### config.mk
export PLATFORM = sky130hd
export DESIGN_NAME = count_ctrl
export DESIGN_NICKNAME = d
export VERILOG_FILES = /design/src/rtl/count_ctrl.sv
export SDC_FILE = /design/constraint.sdc
export NUM_CORES = 1
export LEC_CHECK = 0
export ABC_AREA = 0
export CAP_MARGIN = 5
export CORE_MARGIN = 8
export CORE_UTILIZATION = 40
export DETAILED_ROUTE_END_ITERATION = 12
export MAX_ROUTING_LAYER = met4
export SYNTH_ARGS = -nofsm -noshare
export SYNTH_HDL_FRONTEND = slang
export SYNTH_SLANG_ARGS = --single-unit
### constraint.sdc
create_clock -name clk -period 2.4 [get_ports clk]
set_clock_uncertainty 0.05 [all_clocks]
set_input_delay 0.48 -clock clk [delete_from_list [all_inputs] [get_ports clk]]
set_output_delay 0.48 -clock clk [all_outputs]
set_load 0.03 [all_outputs]
### src/rtl/count_ctrl.sv
// count_ctrl: run-control sequencer for a count_n prescaled up/down counter.
// Define COUNT_CTRL_BOUNCE_EN to ping-pong between 0 and LIMIT instead of stopping in DONE.
module count_ctrl #(
  parameter int M     = 4,
  parameter int LIMIT = 9
) (
  input  logic         clk,
  input  logic         rst,
  input  logic         start_btn,
  input  logic         stop_btn,
  input  logic         clr_btn,
  input  logic         dir_sw,
  input  logic [M-1:0] cnt_val,
  output logic         cnt_en,
  output logic         cnt_up,
  output logic         cnt_clr,
  output logic         running,
  output logic         done,
  output logic         tc_pulse
);

  typedef enum logic [2:0] {
    IDLE,
    RUN,
    PAUSE,
    DONE,
    CLEAR
  } state_e;

  localparam logic [M-1:0] LIMIT_VAL = M'(LIMIT);

  // Button bit order: [0] start, [1] stop, [2] clear.
  logic [2:0] btnMeta_q;
  logic [2:0] btnSync_q;
  logic [2:0] btnPrev_q;
  logic [2:0] armed_q;
  logic       dirMeta_q;
  logic       dirSync_q;

  state_e     state_q;
  state_e     stateD;
  logic       cntUp_q;
  logic       cntUpD;
  logic       tcD;
  logic       cntEn_q;
  logic       cntClr_q;
  logic       running_q;
  logic       done_q;
  logic       tcPulse_q;

  logic [2:0] cmd;
  logic       startCmd;
  logic       stopCmd;
  logic       clrCmd;
  logic       term;

  // armed_q fills with ones after reset so that a button already held at
  // release (whose prev flop never saw a real low sample) is not taken as a press.
  always_ff @(posedge clk or negedge rst) begin
    if (!rst) begin
      btnMeta_q <= '0;
      btnSync_q <= '0;
      btnPrev_q <= '0;
      armed_q   <= '0;
      dirMeta_q <= 1'b0;
      dirSync_q <= 1'b0;
    end else begin
      btnMeta_q <= {clr_btn, stop_btn, start_btn};
      btnSync_q <= btnMeta_q;
      btnPrev_q <= btnSync_q;
      armed_q   <= {armed_q[1:0], 1'b1};
      dirMeta_q <= dir_sw;
      dirSync_q <= dirMeta_q;
    end
  end

  assign cmd      = btnSync_q & ~btnPrev_q & {3{armed_q[2]}};
  assign startCmd = cmd[0];
  assign stopCmd  = cmd[1];
  assign clrCmd   = cmd[2];

  assign term = cntUp_q ? (cnt_val == LIMIT_VAL) : (cnt_val == '0);

  always_comb begin
    stateD = state_q;
    cntUpD = cntUp_q;
    tcD    = 1'b0;
    case (state_q)
      IDLE, PAUSE: begin
        if (clrCmd) begin
          stateD = CLEAR;
        end else if (startCmd) begin
          stateD = RUN;
          cntUpD = dirSync_q;
        end
      end
      RUN: begin
        if (clrCmd) begin
          stateD = CLEAR;
        end else if (stopCmd) begin
          stateD = PAUSE;
        end else if (term) begin
          tcD = 1'b1;
`ifdef COUNT_CTRL_BOUNCE_EN
          cntUpD = ~cntUp_q;
`else
          stateD = DONE;
`endif
        end
      end
      DONE: begin
        if (clrCmd) begin
          stateD = CLEAR;
        end
      end
      CLEAR:   stateD = IDLE;
      default: stateD = IDLE;
    endcase
  end

  // Outputs are registered from the next state so they line up with state_q.
  always_ff @(posedge clk or negedge rst) begin
    if (!rst) begin
      state_q   <= IDLE;
      cntUp_q   <= 1'b1;
      cntEn_q   <= 1'b0;
      cntClr_q  <= 1'b0;
      running_q <= 1'b0;
      done_q    <= 1'b0;
      tcPulse_q <= 1'b0;
    end else begin
      state_q   <= stateD;
      cntUp_q   <= cntUpD;
      cntEn_q   <= (stateD == RUN);
      cntClr_q  <= (stateD == CLEAR);
      running_q <= (stateD == RUN);
      done_q    <= (stateD == DONE);
      tcPulse_q <= tcD;
    end
  end

  assign cnt_en   = cntEn_q;
  assign cnt_up   = cntUp_q;
  assign cnt_clr  = cntClr_q;
  assign running  = running_q;
  assign done     = done_q;
  assign tc_pulse = tcPulse_q;

endmodule
==> reports/summary.md <==
The top cell type's share of synthesized area is 68.29%. In this run the register-to-register setup slack is 0.85 ns. The worst setup path is captured at a primary output. Pin placement for this block handled 16 I/O pins. The die covers 3583 um^2. The layout overhead on the synthesized area came out at 29.59%.

For the final routed database, the setup TNS stands at 0 ns. For the weighted congestion reported at the end of routability-driven placement, the log shows 0.8166. Data on the critical path arrives at its endpoint at 1.54 ns. The initial core utilization came out at 40.89%.

The overall die width was 59.86 um; the count of cell types in the netlist was 27. The largest stage delay on the critical path came out at 0.67 ns. For the worst vdd rail ir drop, the log shows 0.4522 mV.

For the final-report max-slew violation count, the log shows 0. Synthesis produced a netlist with a net count of 62. After detailed routing, the number of vias per cell comes to 4.677. The worst hold slack is 0.3147 ns, and the HPWL after detailed placement is 898.8 um.

The number of synthesized register bits works out to 22. Setup violations remaining at the end of the flow were counted as 0. TritonCTS built the clock tree. The share of post-route cells with drive strength above 1 was 14.49%; the number of vias in the routed layout was 449.

Start point of the worst hold path: btnMeta_q[1]. The kind of cell with the highest combined delay along the critical path is buffers and inverters. The clock root buffer is clkbuf_4. Count of yosys warnings during synthesis: 0. The startpoint kind of the worst setup timing path was a register. Walking the worst path, the cells encountered are clkdlybuf4s50_1. The worst hold path was traced through 0 stages. Including well taps, the total number of placed cells is 92.

The tools report the maximum root-to-sink buffer count as 2. For the detailed-route DRC error count, the log shows 0. The final layout net count was 80; the antenna cell count was 0. Max-cap violations in this run came to 0. The number of clock sinks came out at 22. In this run the remaining antenna-violating nets after routing total 0. For the worst setup path, the data required time is 1.87 ns.

Entering global routing, the biggest net connects 23 pins. Summed over all layers, the routed wires come to 1195 um. The power density over the cells came out at 799.8 nW/um^2. The area of the mapped netlist was 769.5 um^2; the clock transition at the registers of the reported paths was 0.12 ns. Startpoint of the worst-slack reg-to-reg timing path: state_q[0].

The endpoint of the worst register-to-register path is cnt_up. In the post-synthesis netlist, the biggest area contributors are dfrtp_1 (68%), dfstp_2 (3.4%), a21oi_1 (2.0%), a211oi_2 (1.6%), nand2b_1 (1.6%). Class of the tightest hold or removal check: reg -> reg. The number of cell rows came out at 16. The synthesized area per cell was 14.80 um^2. The upper clock frequency limit is 484.2 MHz. The worst hold path terminates at btnSync_q[1].

For the number of antenna violations at the first check in global routing, the log shows 0. Clock latency on the worst-skew pair, taken at its later pin, is 0.30 ns. Of all nets on the critical path, the largest fanout is 4. Of the available clock period, the critical path in the final layout requires 86.05%. Number of DRC markers in iteration 0: 5. The hold-fix buffer count after cts is 0.

Measured on the finished design, the core utilization comes to 52.99%. The total overflow left after global routing is 0. Setup repair after global routing left no endpoint under its margin.

After clock tree synthesis, the repair step resized 0 gates. Input and output buffers added on the ports amount to 15. The reported leakage power was 0.0004283 uW; the via count of the first global-routing pass was 486. The number of inserted filler cells in the final layout came out at 181.

The run finished with clean final reports. Synthesis produced a netlist whose cell count is 52. The worst register-to-register path has a depth of 3.

Global routing usage summed across all routing layers: 8.238%. The leading area contributor after synthesis is dfrtp_1. The number of setup buffers added after CTS is 0. The slowest stage cell on the critical path is clkdlybuf4s50_1.

Summing the sequential cell areas from Yosys gives 71.71% of the chip area. The tools report the number of failing hold endpoints at the final stage as 0. The routed wire length per instance is 12.45 um, and the count of non-filler cells in the finished layout is 96. The type of the worst setup path is reg -> out. The first-pass GRT wire length is 2111 um, and the sum of buffers and inverters on the critical path is 1. The chip height is 59.86 um.

The logs give 1882 um^2 for the area inside the core boundary and 3 for the number of buffers inserted during clock tree synthesis. The start point of the critical path is cnt_up. The clock period could shrink to 2.065 ns. The number of levels in the clock H-tree was 1. First-pass iteration count of the detailed router: 4.
power breakdown:
part,switching (uW),internal (uW)
Sequential,15.2,399
Clock,106,169
Combinational,56.6,52.5
Total,178,620
through the flow:
stage	area [um^2]	setup slack, ns	total power [uW]
2_1_floorplan	769.5	0.8334	480.4
3_3_place_gp	944.7	0.3621	530.2
3_5_place_dp	944.7	0.3672	532.8
4_1_cts	997.2	0.3111	809.4
5_1_grt	997.2	0.2693	840.0
6_report	997.2	0.3349	797.6
Yosys cell counts:
library cell	instances
dfstp_2	1
or3_4	1
clkbuf_1	1
a21o_1	1
nor3b_1	1
a22o_1	1
mux2_2	1
nand4bb_1	1
inv_1	2
nor3_1	1
a21oi_1	3
dfrtp_1	21
buf_4	1
mux2i_1	1
nor4_2	1
a2111o_1	1
nand3_1	1
buf_2	1
conb_1	1
nand3b_1	1
and3b_1	1
nor2_1	2
nand2b_1	2
a2111oi_0	1
a211oi_1	1
a211o_1	1
a211oi_2	1
layout make-up:
class                   count  area (um^2)  share of cell area (%)
clock inverters             1        30.03                   3.011
flip-flops and latches     22        551.8                   55.33
multi-input cells          25        193.9                   19.45
clock buffers               3        22.52                   2.258
repair buffers             16        157.7                   15.81
well taps                  27        33.78                   3.388
inverters                   2        7.507                  0.7528
layout by cell type, fill, tap and decap left out, types with 2 or more instances in the layout:
master / n
dfrtp_1: 21
clkdlybuf4s50_1: 15
a21oi_1: 3
clkbuf_4: 3
nand2b_1: 2
nor2_1: 2
inv_1: 2
state kept, by name, summed over array words and instances, names as in the netlist, 3 cells and up:
name / cells
armed_q: 3
state_q: 3
btnSync_q: 3
btnMeta_q: 3
btnPrev_q: 3
logic make-up (layout without fill, tap and decap cells):
kind of cell | count (synthesis) | after routing | share of synthesized area, %
other | 1 | 1 | 0.4873
AOI/OAI and AO/OA | 10 | 10 | 10.41
and+or+nand+nor | 12 | 12 | 11.54
muxes | 2 | 2 | 2.764
DFF | 22 | 22 | 71.71
buffers and inverters | 5 | 22 | 3.089
how the worst max path moves through the flow:
stage | endpoint | slack, ns | cells after the start
after CTS | cnt_up | 0.31 | 1
after detailed placement | done | 0.37 | 4
final | cnt_up | 0.33 | 1
after global routing | cnt_up | 0.27 | 1
after global placement | done | 0.36 | 4
after floorplan | done | 0.83 | 3
layer usage:
layer | up-vias | routed length [um] | track usage (%) | part of all wire [%]
li1 | 217 | - | - | -
met1 | 219 | 558 | 8.892 | 47
met3 | 2 | 84 | 3.011 | 7.0
met4 | 0 | 9 | 5.102 | 0.75
met2 | 11 | 542 | 12.62 | 45
met5 | - | 0 | - | 0
No activity file was read; power rests on OpenSTA's default activity.
